==> config.mk <==
export PLATFORM = sky130hd
export DESIGN_NAME = avalon_st_mult_source
export DESIGN_NICKNAME = d
export VERILOG_FILES = /design/src/rtl/avalon_st_mult_source.sv
export SDC_FILE = /design/constraint.sdc
export NUM_CORES = 1
export LEC_CHECK = 0
export ABC_AREA = 1
export BUFFER_PORTS_ARGS = -buffer_cell sky130_fd_sc_hd__buf_4
export CORE_ASPECT_RATIO = 1.5
export CORE_MARGIN = 2
export CORE_UTILIZATION = 58
export DETAILED_ROUTE_END_ITERATION = 10
export HOLD_SLACK_MARGIN = 0.06
export PLACE_DENSITY = 0.85
export SLEW_MARGIN = 20
export SYNTH_ARGS = -nofsm -noshare
export SYNTH_HDL_FRONTEND = slang
export SYNTH_SLANG_ARGS = --single-unit
==> constraint.sdc <==
create_clock -name clk -period 11.7 [get_ports clk]
set_input_delay 2.34 -clock clk [delete_from_list [all_inputs] [get_ports clk]]
set_output_delay 2.34 -clock clk [all_outputs]
set_load 0.005 [all_outputs]
==> src/rtl/avalon_st_mult_source.sv <==
// ---------------------------------------------------------------------------
// avalon_st_mult_source
//   Initiator end of the Avalon-ST multiplier link. Operand pairs arrive on
//   a local command port and are queued in a small FIFO. They are streamed as
//   {a,b} beats to the multiplier slave. The 2*SZ-bit products come back on a
//   sink channel and are forwarded, in issue order, through a one-entry
//   response register. The number of beats sent but not yet answered is
//   capped at MAX_OUT.
//
// Ports
//   clk, rst          clock, synchronous active-high reset
//   flush             1-cycle pulse: drop queued commands, drain in-flight work
//   cmd_valid/ready   command handshake, operands cmd_a / cmd_b (SZ bits each)
//   src_valid/ready   Avalon-ST source (readyLatency 0), src_data = {a,b}
//   snk_valid/ready   Avalon-ST sink carrying products, snk_data (2*SZ bits)
//   rsp_valid/ready   result handshake, rsp_data (2*SZ bits)
//   outstanding       beats in flight
//   fifo_level        queued commands
//   busy              FSM not idle
//   err_unexp         sticky: product arrived with nothing outstanding
// ---------------------------------------------------------------------------
module avalon_st_mult_source #(
    parameter int SZ      = 32,
    parameter int DEPTH   = 4,
    parameter int MAX_OUT = 2
) (
    input  logic                           clk,
    input  logic                           rst,
    input  logic                           flush,
    input  logic                           cmd_valid,
    output logic                           cmd_ready,
    input  logic [SZ-1:0]                  cmd_a,
    input  logic [SZ-1:0]                  cmd_b,
    output logic                           src_valid,
    input  logic                           src_ready,
    output logic [2*SZ-1:0]                src_data,
    input  logic                           snk_valid,
    output logic                           snk_ready,
    input  logic [2*SZ-1:0]                snk_data,
    output logic                           rsp_valid,
    input  logic                           rsp_ready,
    output logic [2*SZ-1:0]                rsp_data,
    output logic [$clog2(MAX_OUT+1)-1:0]   outstanding,
    output logic [$clog2(DEPTH+1)-1:0]     fifo_level,
    output logic                           busy,
    output logic                           err_unexp
);

    localparam int PW = $clog2(DEPTH);
    localparam int LW = $clog2(DEPTH + 1);
    localparam int OW = $clog2(MAX_OUT + 1);
    localparam logic [LW-1:0] DEPTH_L   = LW'(DEPTH);
    localparam logic [OW-1:0] MAX_OUT_L = OW'(MAX_OUT);

    typedef enum logic [1:0] {
        ST_IDLE  = 2'd0,
        ST_RUN   = 2'd1,
        ST_FLUSH = 2'd2
    } state_t;

    state_t            state_reg, state_next;

    // Command storage; the head entry is read combinationally so a beat can
    // be offered the cycle after its command was accepted.
    logic [2*SZ-1:0]   mem [DEPTH];
    logic [PW-1:0]     wr_ptr_reg, rd_ptr_reg;
    logic [LW-1:0]     level_reg;
    logic [OW-1:0]     out_reg, out_next;
    logic [2*SZ-1:0]   rsp_data_reg;
    logic              rsp_valid_reg;
    logic              err_reg;

    logic              fifo_empty;
    logic              push, pop;
    logic              snk_fire, snk_take, snk_unexp;

    // ---------------------------------------------------------------------
    // Handshake decode
    // ---------------------------------------------------------------------
    assign fifo_empty = (level_reg == '0);
    assign cmd_ready  = (level_reg < DEPTH_L) && (state_reg != ST_FLUSH);
    assign src_valid  = !fifo_empty && (out_reg < MAX_OUT_L) && (state_reg != ST_FLUSH);
    assign src_data   = mem[rd_ptr_reg];
    assign snk_ready  = !rsp_valid_reg || rsp_ready;

    assign push      = cmd_valid && cmd_ready;
    assign pop       = src_valid && src_ready;
    assign snk_fire  = snk_valid && snk_ready;
    // A product with nothing outstanding is accepted off the bus but dropped.
    assign snk_unexp = snk_fire && (out_reg == '0);
    assign snk_take  = snk_fire && (out_reg != '0);

    always_comb begin
        out_next = out_reg;
        case ({pop, snk_take})
            2'b10:   out_next = out_reg + OW'(1);
            2'b01:   out_next = out_reg - OW'(1);
            default: out_next = out_reg;
        endcase
    end

    // ---------------------------------------------------------------------
    // FSM
    // ---------------------------------------------------------------------
    always_comb begin
        state_next = state_reg;
        if (flush) begin
            // Nothing left to drain after this edge: skip FLUSH entirely.
            state_next = (out_next == '0) ? ST_IDLE : ST_FLUSH;
        end else begin
            case (state_reg)
                ST_IDLE:  if (level_reg != '0) state_next = ST_RUN;
                ST_RUN:   if (fifo_empty && (out_reg == '0)) state_next = ST_IDLE;
                ST_FLUSH: if (out_reg == '0) state_next = ST_IDLE;
                default:  state_next = ST_IDLE;
            endcase
        end
    end

    always_ff @(posedge clk) begin
        if (rst) begin
            state_reg <= ST_IDLE;
        end else begin
            state_reg <= state_next;
        end
    end

    // ---------------------------------------------------------------------
    // Command FIFO
    // ---------------------------------------------------------------------
    always_ff @(posedge clk) begin
        if (push) begin
            mem[wr_ptr_reg] <= {cmd_a, cmd_b};
        end
    end

    always_ff @(posedge clk) begin
        if (rst || flush) begin
            wr_ptr_reg <= '0;
            rd_ptr_reg <= '0;
            level_reg  <= '0;
        end else begin
            if (push) wr_ptr_reg <= wr_ptr_reg + PW'(1);
            if (pop)  rd_ptr_reg <= rd_ptr_reg + PW'(1);
            case ({push, pop})
                2'b10:   level_reg <= level_reg + LW'(1);
                2'b01:   level_reg <= level_reg - LW'(1);
                default: level_reg <= level_reg;
            endcase
        end
    end

    // ---------------------------------------------------------------------
    // In-flight counter, response register, error flag
    // ---------------------------------------------------------------------
    always_ff @(posedge clk) begin
        if (rst) begin
            out_reg       <= '0;
            rsp_valid_reg <= 1'b0;
            rsp_data_reg  <= '0;
            err_reg       <= 1'b0;
        end else begin
            out_reg <= out_next;
            if (snk_take) begin
                rsp_valid_reg <= 1'b1;
                rsp_data_reg  <= snk_data;
            end else if (rsp_ready) begin
                rsp_valid_reg <= 1'b0;
            end
            if (snk_unexp) begin
                err_reg <= 1'b1;
            end
        end
    end

    assign rsp_valid   = rsp_valid_reg;
    assign rsp_data    = rsp_data_reg;
    assign outstanding = out_reg;
    assign fifo_level  = level_reg;
    assign busy        = (state_reg != ST_IDLE);
    assign err_unexp   = err_reg;

endmodule

==> flow_metrics.env <==
export IMPL_status="completed"
export IMPL_cap_violations=0
export IMPL_syn_nets=1146
export IMPL_ir_drop_mv=0.150
export IMPL_cp_max_fo=65
export IMPL_p_leak_nw=5.79
export IMPL_hp_start="rsp_data[46]"
export IMPL_first_pass_iters=5
export IMPL_clock_path_buffers=3
export IMPL_ioPinCount=274
export IMPL_async_reset_ff_share_pct=0
export IMPL_overflow=0
export IMPL_netlist_instances=1004
export IMPL_skew_ns=0.0196
export IMPL_hold_depth=2
export IMPL_grt_max_degree=113
export IMPL_cts_root_buf="clkbuf_16"
export IMPL_dominantRegCellSynth="edfxtp_1"
export IMPL_reg2reg_depth=6
export IMPL_endpoint_kind="primary output"
export IMPL_chipHeight_um=183
export IMPL_final_nets=1396
export IMPL_clock_sinks=335
export IMPL_critPathKind="register to primary output"
export IMPL_dr_total_vias=8622
export IMPL_final_setup_tns_ns=0
export IMPL_detail_route_wl_per_cell_um=18.4
export IMPL_port_buffers=273
export IMPL_cts_buffers=29
export IMPL_syn2layout_area_growth_pct=24.8
export IMPL_finalCritPeriodShare_pct=43.8
export IMPL_required_ns=9.36
export IMPL_drive_gt1_share_pct=26.6
export IMPL_n_fill_cell=1337
export IMPL_wl_um=28400
export IMPL_cts_setup_buffers=0
export IMPL_finalPower_mw=2.82
export IMPL_power_density_nw_per_um2=182
export IMPL_ys_warn_count=0
export IMPL_ys_types=23
export IMPL_synth_seq_cells=335
export IMPL_fin_crit_ns=5.13
export IMPL_gp_congestion=0.764
export IMPL_clkTransAtPathRegs_ns=0.07
export IMPL_synth_largest_area_cell="edfxtp_1"
export IMPL_setup_viol=0
export IMPL_grt_pass1_wl_um=43000
export IMPL_first_global_vias=8657
export IMPL_yosysSeqAreaShare_pct=74.6
export IMPL_synth_area_um2=12400
export IMPL_r2r_start="state_reg[1]"
export IMPL_hold_class="register to register"
export IMPL_via_per_inst=5.58
export IMPL_synth_edf_count=256
export IMPL_final_area_um2=15500
export IMPL_hpwl_um=17500
export IMPL_yosys_top_cells_area="edfxtp_1 62%, dfxtp_1 13%, o21ai_0 5.5%, nand2_1 4.3%, nor2_1 4.2%"
export IMPL_die_area_um2=22600
export IMPL_h_tree_depth=1
export IMPL_place_area_um2=14600
export IMPL_initial_utilization_pct=59.0
export IMPL_r2r_slack_ns=9.48
export IMPL_largest_reg_flops=256
export IMPL_finalMaxSlewViolations=0
export IMPL_rsz0062_at_grt="no"
export IMPL_timing_slew_headroom_pct=25.7
export IMPL_r2r_end="mem[3][38]"
export IMPL_row_count=65
export IMPL_yosysTopAreaCellShare_pct=61.9
export IMPL_clkLatencyLatePin_ns=0.53
export IMPL_die_w_um=124
export IMPL_antenna_found_initial=2
export IMPL_grt_use_total_pct=24.5
export IMPL_finalHoldViolCount=0
export IMPL_first_iter_violations=649
export IMPL_worst_pin_slew_ns=1.11
export IMPL_min_to="rsp_data[46]"
export IMPL_cts_hold_fix_buffers=0
export IMPL_post_cts_resized=0
export IMPL_fmax_mhz=195
export IMPL_cp_arrival_ns=2.79
export IMPL_cts_tree="built"
export IMPL_syn_avg_cell_area_um2=12.4
export IMPL_route_antenna_remaining_nets=0
export IMPL_drc_errors=0
export IMPL_core_area_um2=21100
export IMPL_setup_worst_path_start_class="register"
-- cell families after synthesis --
family	count (synthesis)	synth area share, %
AO/OA/AOI/OAI	277	11.8
XOR/XNOR	2	0.141
adder cells (fa/ha/maj)	7	0.765
buffers and inverters	91	3.69
flip-flops	335	74.6
AND/OR/NAND/NOR	292	9.02
-- power breakdown --
group / internal [mW] / switching, mW / leakage, nW
sequential: 1.39 / 0.0389 / 2.99
clock: 0.543 / 0.403 / 0.446
combinational: 0.198 / 0.253 / 2.35
total: 2.13 / 0.695 / 5.79
-- worst max-delay path by stage --
stage,start,to,slack (ns),depth (start not counted)
floorplan,cmd_valid,mem[0][0],6.08,2
global placement,rsp_ready,snk_ready,6.62,4
detailed placement,rsp_ready,snk_ready,6.62,4
CTS,register,src_data[57],6.52,5
global route,register,src_data[4],6.38,5
finish,register,src_data[57],6.57,5
-- layout make-up --
class / instances / area [µm²] / area share [%]
diodes: 2 / 5.00 / 0.0323
clock buffers: 34 / 744 / 4.80
clock inverters: 19 / 198 / 1.27
inverters: 28 / 106 / 0.686
multi-input cells: 578 / 2730 / 17.6
flip-flops and latches: 335 / 9270 / 59.8
well taps: 268 / 335 / 2.16
repair buffers: 282 / 2120 / 13.6
-- through the flow --
stage	hold WS, ns	std cells	setup WS, ns	util [%]
floorplan	0.447	1004	6.08	-
global placement	0.442	1491	6.62	69.1
detailed placement	0.456	1491	6.62	69.1
CTS	0.467	1544	6.52	73.6
global route	0.483	1546	6.38	73.6
finish	0.465	1546	6.57	73.6
-- Yosys cell counts, types with 2 or more instances --
cell,number
a21oi_1,77
buf_2,19
buf_6,12
clkbuf_1,30
clkbuf_2,2
dfxtp_1,79
edfxtp_1,256
ha_1,6
inv_1,24
inv_2,4
nand2_1,141
nand3_1,6
nor2_1,139
o21ai_0,136
o22ai_1,64
xor2_1,2
-- worst max-delay path, stage by stage (launching register included) --
cell and delay, ns:
dfxtp_2 0.31, buf_4 0.32, inv_2 0.86, o21ai_0 0.29
o22ai_1 0.26, buf_4 0.16
-- cell usage in the layout, fill, tap and decap left out, drive strengths merged --
master,n
a21oi,77
buf,282
bufinv,4
clkbuf,34
clkinv,10
clkinvlp,6
dfxtp,79
diode,2
edfxtp,256
fa,1
ha,6
inv,27
nand2,142
nand3,7
nand4,1
nor2,140
nor3,1
o21ai,136
o22ai,64
or2,1
xor2,2
-- layer usage --
metal | GRT usage [%] | vias to the layer above | wire [µm]
met5 | 0 | - | 0
met3 | 5.88 | 54 | 2460
met4 | 9.59 | 0 | 921
met1 | 27.8 | 4136 | 10100
li1 | - | 4071 | -
met2 | 43.9 | 361 | 14900
(Power assumes the default switching activity.)
